**config.mk**
```make
export PLATFORM = sky130hd
export DESIGN_NAME = uart_tx_mmio
export DESIGN_NICKNAME = d
export VERILOG_FILES = /design/src/rtl/uart_tx_mmio.sv
export SDC_FILE = /design/constraint.sdc
export NUM_CORES = 1
export LEC_CHECK = 0
export BUFFER_PORTS_ARGS = -buffer_cell sky130_fd_sc_hd__clkbuf_2
export CAP_MARGIN = 15
export CORE_MARGIN = 4
export CORE_UTILIZATION = 50
export CTS_CLUSTER_SIZE = 14
export DETAILED_ROUTE_END_ITERATION = 6
export PLACE_DENSITY = 0.8
export SYNTH_ARGS = -nofsm -noshare
export SYNTH_HDL_FRONTEND = slang
export SYNTH_SLANG_ARGS = --single-unit
```
**constraint.sdc**
```tcl
create_clock -name clk -period 2.35 [get_ports clk]
set_input_delay 0.235 -clock clk [delete_from_list [all_inputs] [get_ports clk]]
set_output_delay 0.235 -clock clk [all_outputs]
set_load 0.05 [all_outputs]
```
**src/rtl/uart_tx_mmio.sv**
```systemverilog
// Memory-mapped 8N1 UART transmitter for the multi-cycle core.
// A TX_DATA store starts a frame; STATUS reports Busy plus sticky Done and Overrun.
module uart_tx_mmio #(
  parameter int CLKS_PER_BIT = 434,
  parameter int DATA_WIDTH   = 32
) (
  input  logic                  clk,
  input  logic                  reset,
  input  logic [1:0]            Reg_Sel,
  input  logic                  Write_En,
  input  logic [DATA_WIDTH-1:0] Write_Data,
  output logic [DATA_WIDTH-1:0] Read_Data,
  output logic                  Tx,
  output logic                  Busy
);

  localparam int BW = (CLKS_PER_BIT > 1) ? $clog2(CLKS_PER_BIT) : 1;
  localparam logic [BW-1:0] BaudMax = BW'(CLKS_PER_BIT - 1);

  typedef enum logic [1:0] {IDLE, START, DATA, STOP} state_t;

  state_t        state_q;
  logic [BW-1:0] baud_q;
  logic [2:0]    bitIdx_q;
  logic [7:0]    shift_q;
  logic [7:0]    data_q;
  logic          tx_q;
  logic          done_q;
  logic          overrun_q;
  logic          done_d;
  logic          overrun_d;

  logic txWrite;
  logic statusWrite;
  logic bitEnd;
  logic frameEnd;
  logic unusedWriteBits;

  assign txWrite         = Write_En && (Reg_Sel == 2'b01);
  assign statusWrite     = Write_En && (Reg_Sel == 2'b10);
  assign bitEnd          = (baud_q == BaudMax);
  assign frameEnd        = (state_q == STOP) && bitEnd;
  assign unusedWriteBits = ^Write_Data[DATA_WIDTH-1:8];

  // Sticky flags: a set event on the same edge as a write-1-to-clear wins.
  always_comb begin
    done_d    = done_q;
    overrun_d = overrun_q;
    if (statusWrite && Write_Data[1]) done_d = 1'b0;
    if (statusWrite && Write_Data[2]) overrun_d = 1'b0;
    if (frameEnd) done_d = 1'b1;
    if (txWrite && (state_q != IDLE)) overrun_d = 1'b1;
  end

  always_ff @(posedge clk) begin
    if (reset) begin
      state_q   <= IDLE;
      baud_q    <= '0;
      bitIdx_q  <= '0;
      shift_q   <= '0;
      data_q    <= '0;
      tx_q      <= 1'b1;
      done_q    <= 1'b0;
      overrun_q <= 1'b0;
    end else begin
      done_q    <= done_d;
      overrun_q <= overrun_d;
      unique case (state_q)
        IDLE: begin
          if (txWrite) begin
            data_q   <= Write_Data[7:0];
            shift_q  <= Write_Data[7:0];
            baud_q   <= '0;
            bitIdx_q <= '0;
            tx_q     <= 1'b0;
            state_q  <= START;
          end
        end
        START: begin
          if (bitEnd) begin
            baud_q  <= '0;
            tx_q    <= shift_q[0];
            state_q <= DATA;
          end else begin
            baud_q <= baud_q + 1'b1;
          end
        end
        DATA: begin
          // Tx is loaded one bit ahead so the line only ever changes from a register.
          if (bitEnd) begin
            baud_q <= '0;
            if (bitIdx_q == 3'd7) begin
              tx_q    <= 1'b1;
              state_q <= STOP;
            end else begin
              shift_q  <= {1'b0, shift_q[7:1]};
              tx_q     <= shift_q[1];
              bitIdx_q <= bitIdx_q + 3'd1;
            end
          end else begin
            baud_q <= baud_q + 1'b1;
          end
        end
        STOP: begin
          if (bitEnd) begin
            baud_q  <= '0;
            state_q <= IDLE;
          end else begin
            baud_q <= baud_q + 1'b1;
          end
        end
        default: state_q <= IDLE;
      endcase
    end
  end

  assign Tx   = tx_q;
  assign Busy = (state_q != IDLE);

  always_comb begin
    Read_Data = '0;
    case (Reg_Sel)
      2'b10:   Read_Data[2:0] = {overrun_q, done_q, Busy};
      2'b01:   Read_Data[7:0] = data_q;
      default: Read_Data = '0;
    endcase
  end

endmodule

```
# Yosys cells after proc, flatten, opt, wreduce, memory -nomap -nowiden
# Index checks and enable logic that the tools add are counted.
[op_classes] n_reduce_logical=17 eq_ne=13 muxes=28 add_sub_neg=2
[op_table] operator="$mux 8" n=3
[op_table] operator="$mux 9" n=2
[op_table] operator="$pmux 9 s2" n=1
[op_table] operator="$pmux 8 s2" n=1
[op_table] operator="$ne 2x2->1 const B" n=6
[op_table] operator="$pmux 3 s2" n=2
[op_table] operator="$mux 2" n=5
[op_table] operator="$add 9x1->9 const B" n=1
[op_table] operator="$eq 9x9->1 const B" n=1
[op_table] operator="$mux 3" n=3
[op_table] operator="$mux 1" n=8
[op_table] operator="$pmux 2 s4" n=1
[op_table] operator="$reduce_and 4->1" n=2
[op_table] operator="$reduce_bool 2->1" n=4
[op_table] operator="$eq 2x2->1 const B" n=3
[op_table] operator="$logic_and 1x1->1" n=6
[op_table] operator="$mux 5" n=1
[op_table] operator="$reduce_and 5->1" n=1
[op_table] operator="$eq 2x1->1 const B" n=2
[op_table] operator="$add 3x1->3 const B" n=1
[op_table] operator="$eq 3x3->1 const B" n=1
[op_table] operator="$pmux 1 s3" n=1
[op_table] operator="$reduce_bool 3->1" n=1
[op_table] operator="$reduce_or 3->1" n=1
[op_table] operator="other kinds (2)" n=2
[totals] regBits=33 inputBits=37

# Depth between registers and ports, before layout
# Gate-level depths: netlist (run 1).
[logic_depth] depth_word=5 depth_mapped=8 mapped_depth_nobuf=6

# Worst setup path after synthesis (run 1)
# Ideal clock, no wire load.
[synth_path] kind="reg-to-output" startpoint="register state_q[0]" endpoint="output port Read_Data[0]" t_arrival_ns=1.876 required_ns=2.115 setup_slack_ns=0.239 path_buffers=1 stages_incl_launch_ff=7 cell_sequence="dfxtp_1 > inv_1 > ha_1 > buf_2 > inv_1 > a22oi_1 > nor2_1"
[synth_between] elab_chain_len=2
[synth_lines] item="from (decl)" line="22" source="state_t state_q;"
[synth_lines] item="from (signal assigned)" line="57" source="state_q <= IDLE;"
[synth_lines] item="from (signal assigned)" line="76" source="state_q <= START;"
[synth_lines] item="from (signal assigned)" line="83" source="state_q <= DATA;"
[synth_lines] item="$reduce_bool 2->1" line="118" source="assign Busy = (state_q != IDLE);"
[synth_lines] item="net Busy" line="14" source="output logic Busy"
[synth_lines] item="$pmux 3 s2" line="122" source="case (Reg_Sel)"
[synth_lines] item="to (decl)" line="12" source="output logic [DATA_WIDTH-1:0] Read_Data,"
# The timed path passes the listed nets, and every way through them passes these cells.

# Worst setup path in the final report (run 1)
[layout_path] startpoint="register state_q[0]" endpoint="register bitIdx_q[2]"
[layout_between] elab_chain_len=3 word_cells_on_any_way=8 classes_between="eq/ne (4); mux (1); reduce/logical (3)"
[layout_lines] item="$eq 2x2->1 or $logic_not 2->1 (tied branches)" line="68" source="unique case (state_q)"
[layout_lines] item="$ne 2x2->1 (no line) or $reduce_bool 2->1 (tied branches)"
[layout_lines] item="$reduce_and 4->1 (no line)"
[layout_lines] item="to (signal assigned)" line="98" source="bitIdx_q <= bitIdx_q + 3'd1;"
[layout_lines] item="to (decl)" line="24" source="logic [2:0] bitIdx_q;"
# Parallel ways exist; a longest one is shown, timed or not.
# A chain may end at the register's enable or synchronous reset.

==> run_results.csv, run 1 <==
group,metric,value,unit
timing,worstMarginPinSlew,0.5977,ns
logic_synthesis,async_reset_ff_frac,0,
setup_path,crit_start,"state_q[0]",
power,switchingPower,893.5,uW
min_path,min_to,"data_q[7]",
clocking,cts_setup_buffers,0,
layout,layout.cells.non_filler,296,
setup_path,cp-end-kind,"register",
layout,n_fill_cell,345,
detailed_routing,dr_wl_met2,1778,um
logic_synthesis,ys_top_cells_by_area,"dfxtp_1 33%, buf_4 9.0%, ha_1 6.9%",
global_route,grt_pass1_wl,6285,um
power,vdd_drop_max,390.2,uV
setup_path,worstSetupPathType,"register to register",
setup_path,crit_fanout,17,
power,p_leak,0.0008617,uW
clocking,clock_sinks,33,
detailed_routing,drc_errors,0,
setup_path,required,2.57,ns
detailed_routing,met3_length,220,um
logic_synthesis,synthMuxAreaShare,0.04520,
setup_path,path_buf_inv,1,
power,intPower,1396,uW
logic_synthesis,synth_compound_area_frac,0.1927,
floorplanning,initial_core_util,0.5324,
logic_synthesis,synth_fa_ha_area_frac,0.06905,
logic_synthesis,synth-seq-cells,33,
setup_path,critical-path-max-stage-delay,0.48,ns
detailed_routing,met1_length,1720,um
clocking,cts_resized,0,
timing,slew_headroom,0.6016,
logic_synthesis,syn_inst,229,
logic_synthesis,synth_top_area_share,0.3315,
setup_path,cp_top_family,"simple AND/OR/NAND/NOR gates",
setup_path,rr_endpoint,"bitIdx_q[2]",
global_route,antenna_found_initial,0,
power,powerDensity,1061,nW/um2
logic_synthesis,synthSimpleGateAreaFrac,0.2015,
clocking,h-tree-depth,2,
clocking,cts.reportedPaths.clkPinSlew,0.07,ns
detailed_routing,postRouteAntennaNets,0,
clocking,clk_latency,0.29,ns
power,clkPwrFrac,0.280,
place,dp_hpwl,2780,um
logic_synthesis,yosys_warnings,0,
logic_synthesis,synth_xor_area_frac,0.02637,
logic_synthesis,ys_types,45,
min_path,hold_path_class,"input pin to register",
power,power_frac_seq,0.319,
logic_synthesis,synth_top_family_by_area,"simple AND/OR/NAND/NOR gates",
place,placed_area,2024,um2
logic_synthesis,yosysSeqAreaShare,0.3315,
layout,final_common_cell,"dfxtp_1",
layout,final_nets,295,
place,dp_cells,288,
global_route,grt_max_degree,30,
detailed_routing,wirelength,3777,um
setup_path,critical_path.slowest_cell,"or4b_1",
global_route,grt_pass1_vias,1399,
timing,finalCritPeriodShare,0.8339,
logic_synthesis,syn_area_per_cell,8.704,um2
place,gp_congestion,0.7987,
power,sw_frac_of_total,0.3903,
floorplanning,coreArea,3744,um2
layout,area.growth.synth_to_final,8.286,%
global_route,grt_usage,0.1551,
place,numPortBuffers,22,
detailed_routing,vias,1569,
flow_run,cap_violations,0,
global_route,grt_overflow,0,
timing,min_period,1.960,ns
setup_path,worstRegToRegCells,6,
detailed_routing,highest_layer,"met4",
min_path,hp-start,"Write_Data[7]",
detailed_routing,wl_per_cell,12.76,um
floorplanning,die_w,71.14,um
floorplanning,die-area,5060,um2
detailed_routing,vias_per_cell,5.301,
setup_path,cp.arrival,2.18,ns
layout,antenna_cells,0,
run_status,status,"completed",
logic_synthesis,syn-cell-area,1993,um2
clocking,cts_buffers,5,
clocking,holdBufCountCts,0,
clocking,clockRootBuffer,"clkbuf_8",
layout,drive_gt1_frac,0.1895,
power,pwr-share-comb,0.401,
setup_path,crit_chain,"inv_1, ha_1, a21bo_2, nand2_1, or4b_1, o21ai_0",
layout,layout_common_cells,"33 x dfxtp_1, 24 x conb_1, 23 x nand2_1",
floorplanning,die_height,71.14,um
clocking,cts_tree,"built",
timing,fin_tns_setup,0,ns
timing,maxSlewViolCount,0,
detailed_routing,first_iter_violations,141,
layout,fin_area,2158,um2
setup_path,r2r_start,"state_q[0]",
setup_path,reg2reg_slack,0.39,ns
timing,finalSetupViolCount,0,
logic_synthesis,yosysTopAreaCell,"dfxtp_1",
clocking,cts_max_path_buffers,2,
logic_synthesis,synth-main-ff-cell,"dfxtp_1",
timing,timing.fmax,0.5103,GHz
timing,whs,0.1733,ns
detailed_routing,firstDrtPassIters,4,
logic_synthesis,synth-edff-count,0,
floorplanning,io-pin-count,71,
setup_path,critPathLaunchType,"register",
floorplanning,std_cell_rows,22,
timing,fin_skew,0.006637,ns
timing,hold_violations,0,
min_path,whs_path_depth,3,
timing,rsz0062_at_grt,"no",
## kinds of logic after synthesis
kind of cell | Yosys count
XOR/XNOR | 6
adder cells (fa/ha/maj) | 11
other | 1
multiplexers | 9
AO/OA/AOI/OAI | 52
buffers and inverters | 42
AND/OR/NAND/NOR | 75
flip-flops | 33
## how the worst max path moves through the flow
stage / cells after the start / slack [ns] / endpoint
floorplan: 6 / 0.24 / Read_Data[0]
detailed placement: 7 / 0.37 / bitIdx_q[2]
CTS: 6 / 0.36 / bitIdx_q[2]
global route: 6 / 0.22 / bitIdx_q[1]
global placement: 7 / 0.40 / bitIdx_q[1]
finish: 6 / 0.39 / bitIdx_q[2]
## routing by layer
metal  up-vias  global-route usage
li1        786                   -
met1       739              0.2014
met2        38              0.2369
met3         6             0.05256
met4         0             0.06054
met5         -                   0
## cell type report
cell class	instances	area, um2	area share
multi-input combinational	177	1156	0.5357
clock inverter	3	65.06	0.03014
timing repair buffer	24	125.1	0.05797
clock buffer	5	68.82	0.03188
inverter	6	22.52	0.01043
sequential	33	660.6	0.3061
tap	48	60.06	0.02783
## synth_stat cells (all sizes together), types with 3 or more instances
library cell  number
o31ai              3
nand4              3
inv                6
a211oi            10
o21ai              5
nor2              17
clkbuf             4
ha                11
nand2             23
nand2b             4
nand3              8
xnor2              4
a22oi              3
mux2i              9
buf               32
and2               6
a21oi             21
dfxtp             33
## through the flow
| step | util | setup WS [ns] | power (uW) |
|---|---|---|---|
| after floorplan | - | 0.2386 | 1553 |
| after global placement | 0.5408 | 0.3987 | 1631 |
| after detailed placement | 0.5408 | 0.3714 | 1657 |
| after CTS | 0.5765 | 0.3576 | 2303 |
| after global routing | 0.5765 | 0.2214 | 2429 |
| final | 0.5765 | 0.3903 | 2289 |
## registers in the layout, indices dropped and copies added (netlist names)
name,cells
bitIdx_q,3
overrun_q,1
Tx,1
shift_q,8
data_q,8
state_q,2
baud_q,9
done_q,1
## power groups by stage
stage | combinational, uW | clock (uW) | sequential, uW
6_report | 917 | 641 | 731
5_1_grt | 1010 | 681 | 741
4_1_cts | 919 | 653 | 731
3_5_place_dp | 914 | 0 | 743
3_3_place_gp | 895 | 0 | 736
2_1_floorplan | 801 | 0 | 752
## tightest hold or removal path, cell delays in order
cell	delay, ns
clkbuf_2	0.09
nand2_1	0.05
a21oi_1	0.05
Power figures use the tool's default switching activity.
==> run 2: changes to the inputs <==
CORE_UTILIZATION = 45   (was 50)
PLACE_DENSITY = 0.76   (was 0.8)
clock period = 1.8 ns   (was 2.35 ns; I/O delays follow)
==> run 2 against run 1 <==
Against the previous run: clock-buffer cell count unchanged; die area up 9.8%; first-iteration DRC count is 39% lower; sequential cell count is the same; critical path depth grew 1; hold slack worse by 0.049 ns; via count increased by 0.96%; clock power increased by 29%; worst setup slack got worse by 0.31 ns; global-route usage decreased by 0.76 points; critical endpoint is now Read_Data[0].
==> run_results.csv, run 2 (synthesized netlist as in run 1, its figures left out) <==
group,metric,value,unit
clocking,cts.reportedPaths.clkPinSlew,0.07,ns
setup_path,crit_fanout,6,
setup_path,r2r_start,"state_q[1]",
floorplanning,std_cell_rows,23,
timing,min_period,1.724,ns
global_route,grt_pass1_vias,1348,
detailed_routing,vias_per_cell,5.126,
clocking,clock_sinks,33,
timing,fin_skew,0.009471,ns
layout,antenna_cells,0,
floorplanning,die_height,74.55,um
setup_path,crit_end,"Read_Data[0]",
clocking,cts_tree,"built",
timing,rsz0062_at_grt,"no",
layout,top_register,"baud_q",
layout,top_regs,"baud_q: 9 flops, data_q: 8 flops, shift_q: 8 flops",
detailed_routing,postRouteAntennaNets,0,
global_route,grt_max_degree,22,
detailed_routing,wl_per_cell,12.56,um
power,powerDensity,1378,nW/um2
clocking,cts_max_path_buffers,2,
global_route,grt_usage,0.1476,
setup_path,required,1.62,ns
timing,timing.fmax,0.5801,GHz
floorplanning,initial_core_util,0.4810,
clocking,clk_latency,0.29,ns
setup_path,worstSetupPathType,"register to output port",
min_path,hold_path_class,"input pin to register",
timing,fin_tns_setup,0,ns
setup_path,cp.arrival,1.54,ns
setup_path,cp-end-kind,"output port",
place,numPortBuffers,22,
timing,hold_violations,0,
flow_run,cap_violations,0,
detailed_routing,firstDrtPassIters,4,
power,finalPower,3141,uW
floorplanning,io-pin-count,71,
floorplanning,coreArea,4144,um2
floorplanning,die_w,74.55,um
detailed_routing,first_iter_violations,86,
power,p_leak,0.0009197,uW
setup_path,reg2reg_slack,0.09,ns
place,dp_hpwl,2928,um
layout,final_common_cell,"dfxtp_1",
timing,maxSlewViolCount,0,
global_route,grt_overflow,0,
setup_path,critPathLaunchType,"register",
place,gp_congestion,0.8154,
run_status,status,"completed",
floorplanning,die-area,5558,um2
setup_path,worstRegToRegCells,5,
clocking,h-tree-depth,2,
timing,finalSetupViolCount,0,
layout,largest_reg_flops,9,
detailed_routing,wirelength,3880,um
clocking,clockRootBuffer,"clkbuf_8",
global_route,antenna_found_initial,0,
global_route,grt_pass1_wl,6147,um
setup_path,rr_endpoint,"state_q[0]",
layout,drive_gt1_frac,0.2510,
detailed_routing,vias,1584,
detailed_routing,drc_errors,0,
power,vdd_drop_max,575.6,uV
clocking,cts_buffers,5,
layout,layout_common_cells,"31 x dfxtp_1, 24 x conb_1, 23 x nand2_1",
setup_path,crit_start,"state_q[1]",
timing,finalCritPeriodShare,0.9578,
layout,final_nets,306,
layout,area.growth.synth_to_final,14.38,%
run 2: what timing repair did:
item	CTS	global route
hold buffers	0	0
endpoints found under the setup margin	1	11
gates resized for setup	4	5
pin swaps	0	0
setup buffers	0	0
cloned	0	0
run 2: layout make-up:
cell class	count	area (um2)
Sequential cell	33	663.1
Tap cell	50	62.56
Timing Repair Buffer	35	214.0
Multi-Input combinational cell	177	1184
Fill cell	370	1864
Clock inverter	3	65.06
Clock buffer	5	68.82
Inverter	6	22.52
run 2: worst min-delay path by stage:
| stage | from | end | cells past startpoint |
|---|---|---|---|
| 5_1_grt | Write_Data[7] | data_q[7] | 3 |
| 3_3_place_gp | Write_Data[4] | data_q[4] | 3 |
| 6_report | Write_Data[4] | data_q[4] | 3 |
| 2_1_floorplan | Write_Data[3] | data_q[3] | 2 |
| 3_5_place_dp | Write_Data[4] | data_q[4] | 3 |
| 4_1_cts | Write_Data[4] | data_q[4] | 3 |
run 2: metal layers:
layer	wire [um]	vias up	track usage	part of all wire
li1	-	810	-	-
met1	1793	720	0.1970	0.46
met2	1740	46	0.2117	0.45
met3	258	8	0.05000	0.066
met4	86	0	0.07312	0.022
met5	0	-	0	0
run 2: through the flow:
stage / utilization / cells / hold WS (ns) / setup slack [ns] / area, um2
finish: 0.5501 / 309 / 0.1241 / 0.07603 / 2280
global route: 0.5501 / 309 / 0.1285 / 0.0002052 / 2280
CTS: 0.5480 / 309 / 0.1142 / 0.00008638 / 2271
detailed placement: 0.5109 / 301 / 0.4332 / 0.06439 / 2117
global placement: 0.5109 / 301 / 0.4261 / 0.08555 / 2117
floorplan: - / 252 / 0.3160 / 0.06354 / 2087
run 2: report_power, final:
group | leakage (uW) | switching (uW) | internal (uW)
Sequential | 0.000269 | 71.5 | 865
Combinational | 0.000582 | 853 | 528
Clock | 0.0000681 | 274 | 550
run 2: critical path: stages (launching register included):
cell      delay (ns)
dfxtp_2         0.33
inv_1           0.13
ha_4            0.18
buf_4           0.12
inv_1           0.07
a22oi_2         0.19
nor2_4          0.04
clkbuf_4        0.20
==> run 3: changes to the inputs <==
CORE_ASPECT_RATIO = 0.7   (was not set)
==> run 3 against run 2 <==
Against the previous run: core utilization rose by 0.59 points; worst setup slack got worse by 0.00058 ns; hold slack improved by 0.0077 ns; fmax barely moved; sequential cell count did not move; critical path depth fell by 2; clock skew fell by 0.0014 ns; combinational power rose by 4%; clock-buffer cell count rose by 2; non-clock buffer count did not move; routed wire length rose by 7.5%; final cell count rose by 0.65%; critical path type is now register to register.
==> run_results.csv, run 3 (synthesized netlist as in run 1, its figures left out) <==
group,metric,value,unit
run_status,status,"completed",
global_route,grt_pass1_wl,7010,um
power,intPower,1877,uW
timing,finalSetupViolCount,0,
setup_path,worstSetupPathType,"register to register",
global_route,grt_pass1_vias,1484,
detailed_routing,drc_errors,0,
place,dp_hpwl,3230,um
setup_path,critPathLaunchType,"register",
place,placed_area,2120,um2
global_route,antenna_found_initial,0,
min_path,hold_path_class,"input pin to register",
detailed_routing,firstDrtPassIters,4,
clocking,cts_tree,"built",
clocking,clockRootBuffer,"clkbuf_8",
setup_path,crit_fanout,4,
flow_run,cap_violations,0,
global_route,grt_overflow,0,
timing,min_period,1.725,ns
layout,top_regs,"baud_q: 9 flops, data_q: 8 flops, shift_q: 8 flops",
power,power_frac_seq,0.306,
layout,n_fill_cell,379,
floorplanning,coreArea,4089,um2
global_route,grt_usage,0.1558,
place,numPortBuffers,22,
clocking,cts_resized,4,
setup_path,cp.arrival,1.92,ns
clocking,h-tree-depth,2,
detailed_routing,vias,1630,
power,vdd_drop_max,773.0,uV
layout,layout.cells.non_filler,311,
place,gp_congestion,0.8213,
setup_path,required,2.00,ns
clocking,cts_setup_buffers,0,
timing,timing.fmax,0.5799,GHz
power,clkPwrFrac,0.231,
power,switchingPower,1230,uW
layout,final_nets,306,
layout,multi_input_area,1189,um2
clocking,clk_latency,0.29,ns
layout,final_util,0.5560,
place,preCtsSetupSlack,0.03788,ns
floorplanning,std_cell_rows,19,
layout,top_register,"baud_q",
place,dp_cells,303,
detailed_routing,vias_per_cell,5.241,
timing,rsz0062_at_grt,"yes",
timing,finalCritPeriodShare,0.9581,
timing,whs,0.1319,ns
clocking,cts_max_path_buffers,2,
floorplanning,die-area,5575,um2
clocking,cts_buffers,5,
layout,final_common_cell,"dfxtp_1",
global_route,grt_max_degree,18,
detailed_routing,wl_per_cell,13.41,um
timing,worst_slack,0.07546,ns
timing,hold_violations,0,
layout,drive_gt1_frac,0.2548,
detailed_routing,wirelength,4171,um
setup_path,cp-end-kind,"register",
layout,layout_common_cells,"30 x dfxtp_1, 24 x conb_1, 23 x nand2_1",
power,powerDensity,1367,nW/um2
clocking,holdBufCountCts,0,
layout,area.growth.synth_to_final,14.06,%
timing,maxSlewViolCount,0,
clocking,cts.reportedPaths.clkPinSlew,0.07,ns
floorplanning,initial_core_util,0.4875,
floorplanning,die_height,63.68,um
timing,fin_skew,0.008075,ns
detailed_routing,postRouteAntennaNets,0,
layout,largest_reg_flops,9,
detailed_routing,first_iter_violations,73,
layout,antenna_cells,0,
layout,fin_area,2273,um2
power,sw_frac_of_total,0.3960,
power,p_leak,0.0009121,uW
floorplanning,io-pin-count,71,
clocking,clock_sinks,33,
power,pwr-share-comb,0.463,
floorplanning,die_w,87.55,um
layout,regArea,664.4,um2
## run 3: power by group through the flow
stage	combinational, uW	clock, uW	sequential, uW
after floorplan	1050	0	982
after global placement	1340	0	950
after detailed placement	1380	0	958
after CTS	1400	732	944
after global routing	1550	767	967
final	1440	717	950
## run 3: worst max-delay path, stage by stage, from the launching register on
cell      delay, ns
dfxtp_2        0.36
inv_1          0.10
ha_1           0.23
or3_1          0.38
a211o_1        0.35
a211oi_2       0.22
## run 3: layout make-up
type | count | area share
Tap cell | 52 | 0.02862
Multi-Input combinational cell | 177 | 0.5228
Timing Repair Buffer | 35 | 0.09521
Inverter | 6 | 0.009906
Clock buffer | 7 | 0.03797
Sequential cell | 33 | 0.2922
Clock inverter | 1 | 0.01321
## run 3: final timing paths
kind / depth (start not counted) / endpoint / startpoint / slack [ns]
setup / recovery: 5 / state_q[0] / state_q[1] / 0.08
hold / removal: 3 / data_q[3] / Write_Data[3] / 0.13
setup reg to reg: 5 / state_q[0] / state_q[1] / 0.08
hold reg to reg: 2 / data_q[5] / data_q[5] / 0.46
## run 3: metrics by stage
stage | TNS, ns | power, uW
after floorplan | 0 | 2032
after global placement | 0 | 2292
after detailed placement | 0 | 2337
after CTS | 0 | 3076
after global routing | -0.04940 | 3285
final | 0 | 3107
## run 3: routing by layer
metal  global-route usage  routed length, um
met1               0.2296               2075
met2               0.2246               1841
met3              0.03255                198
met4              0.04598                 55
met5                    0                  0
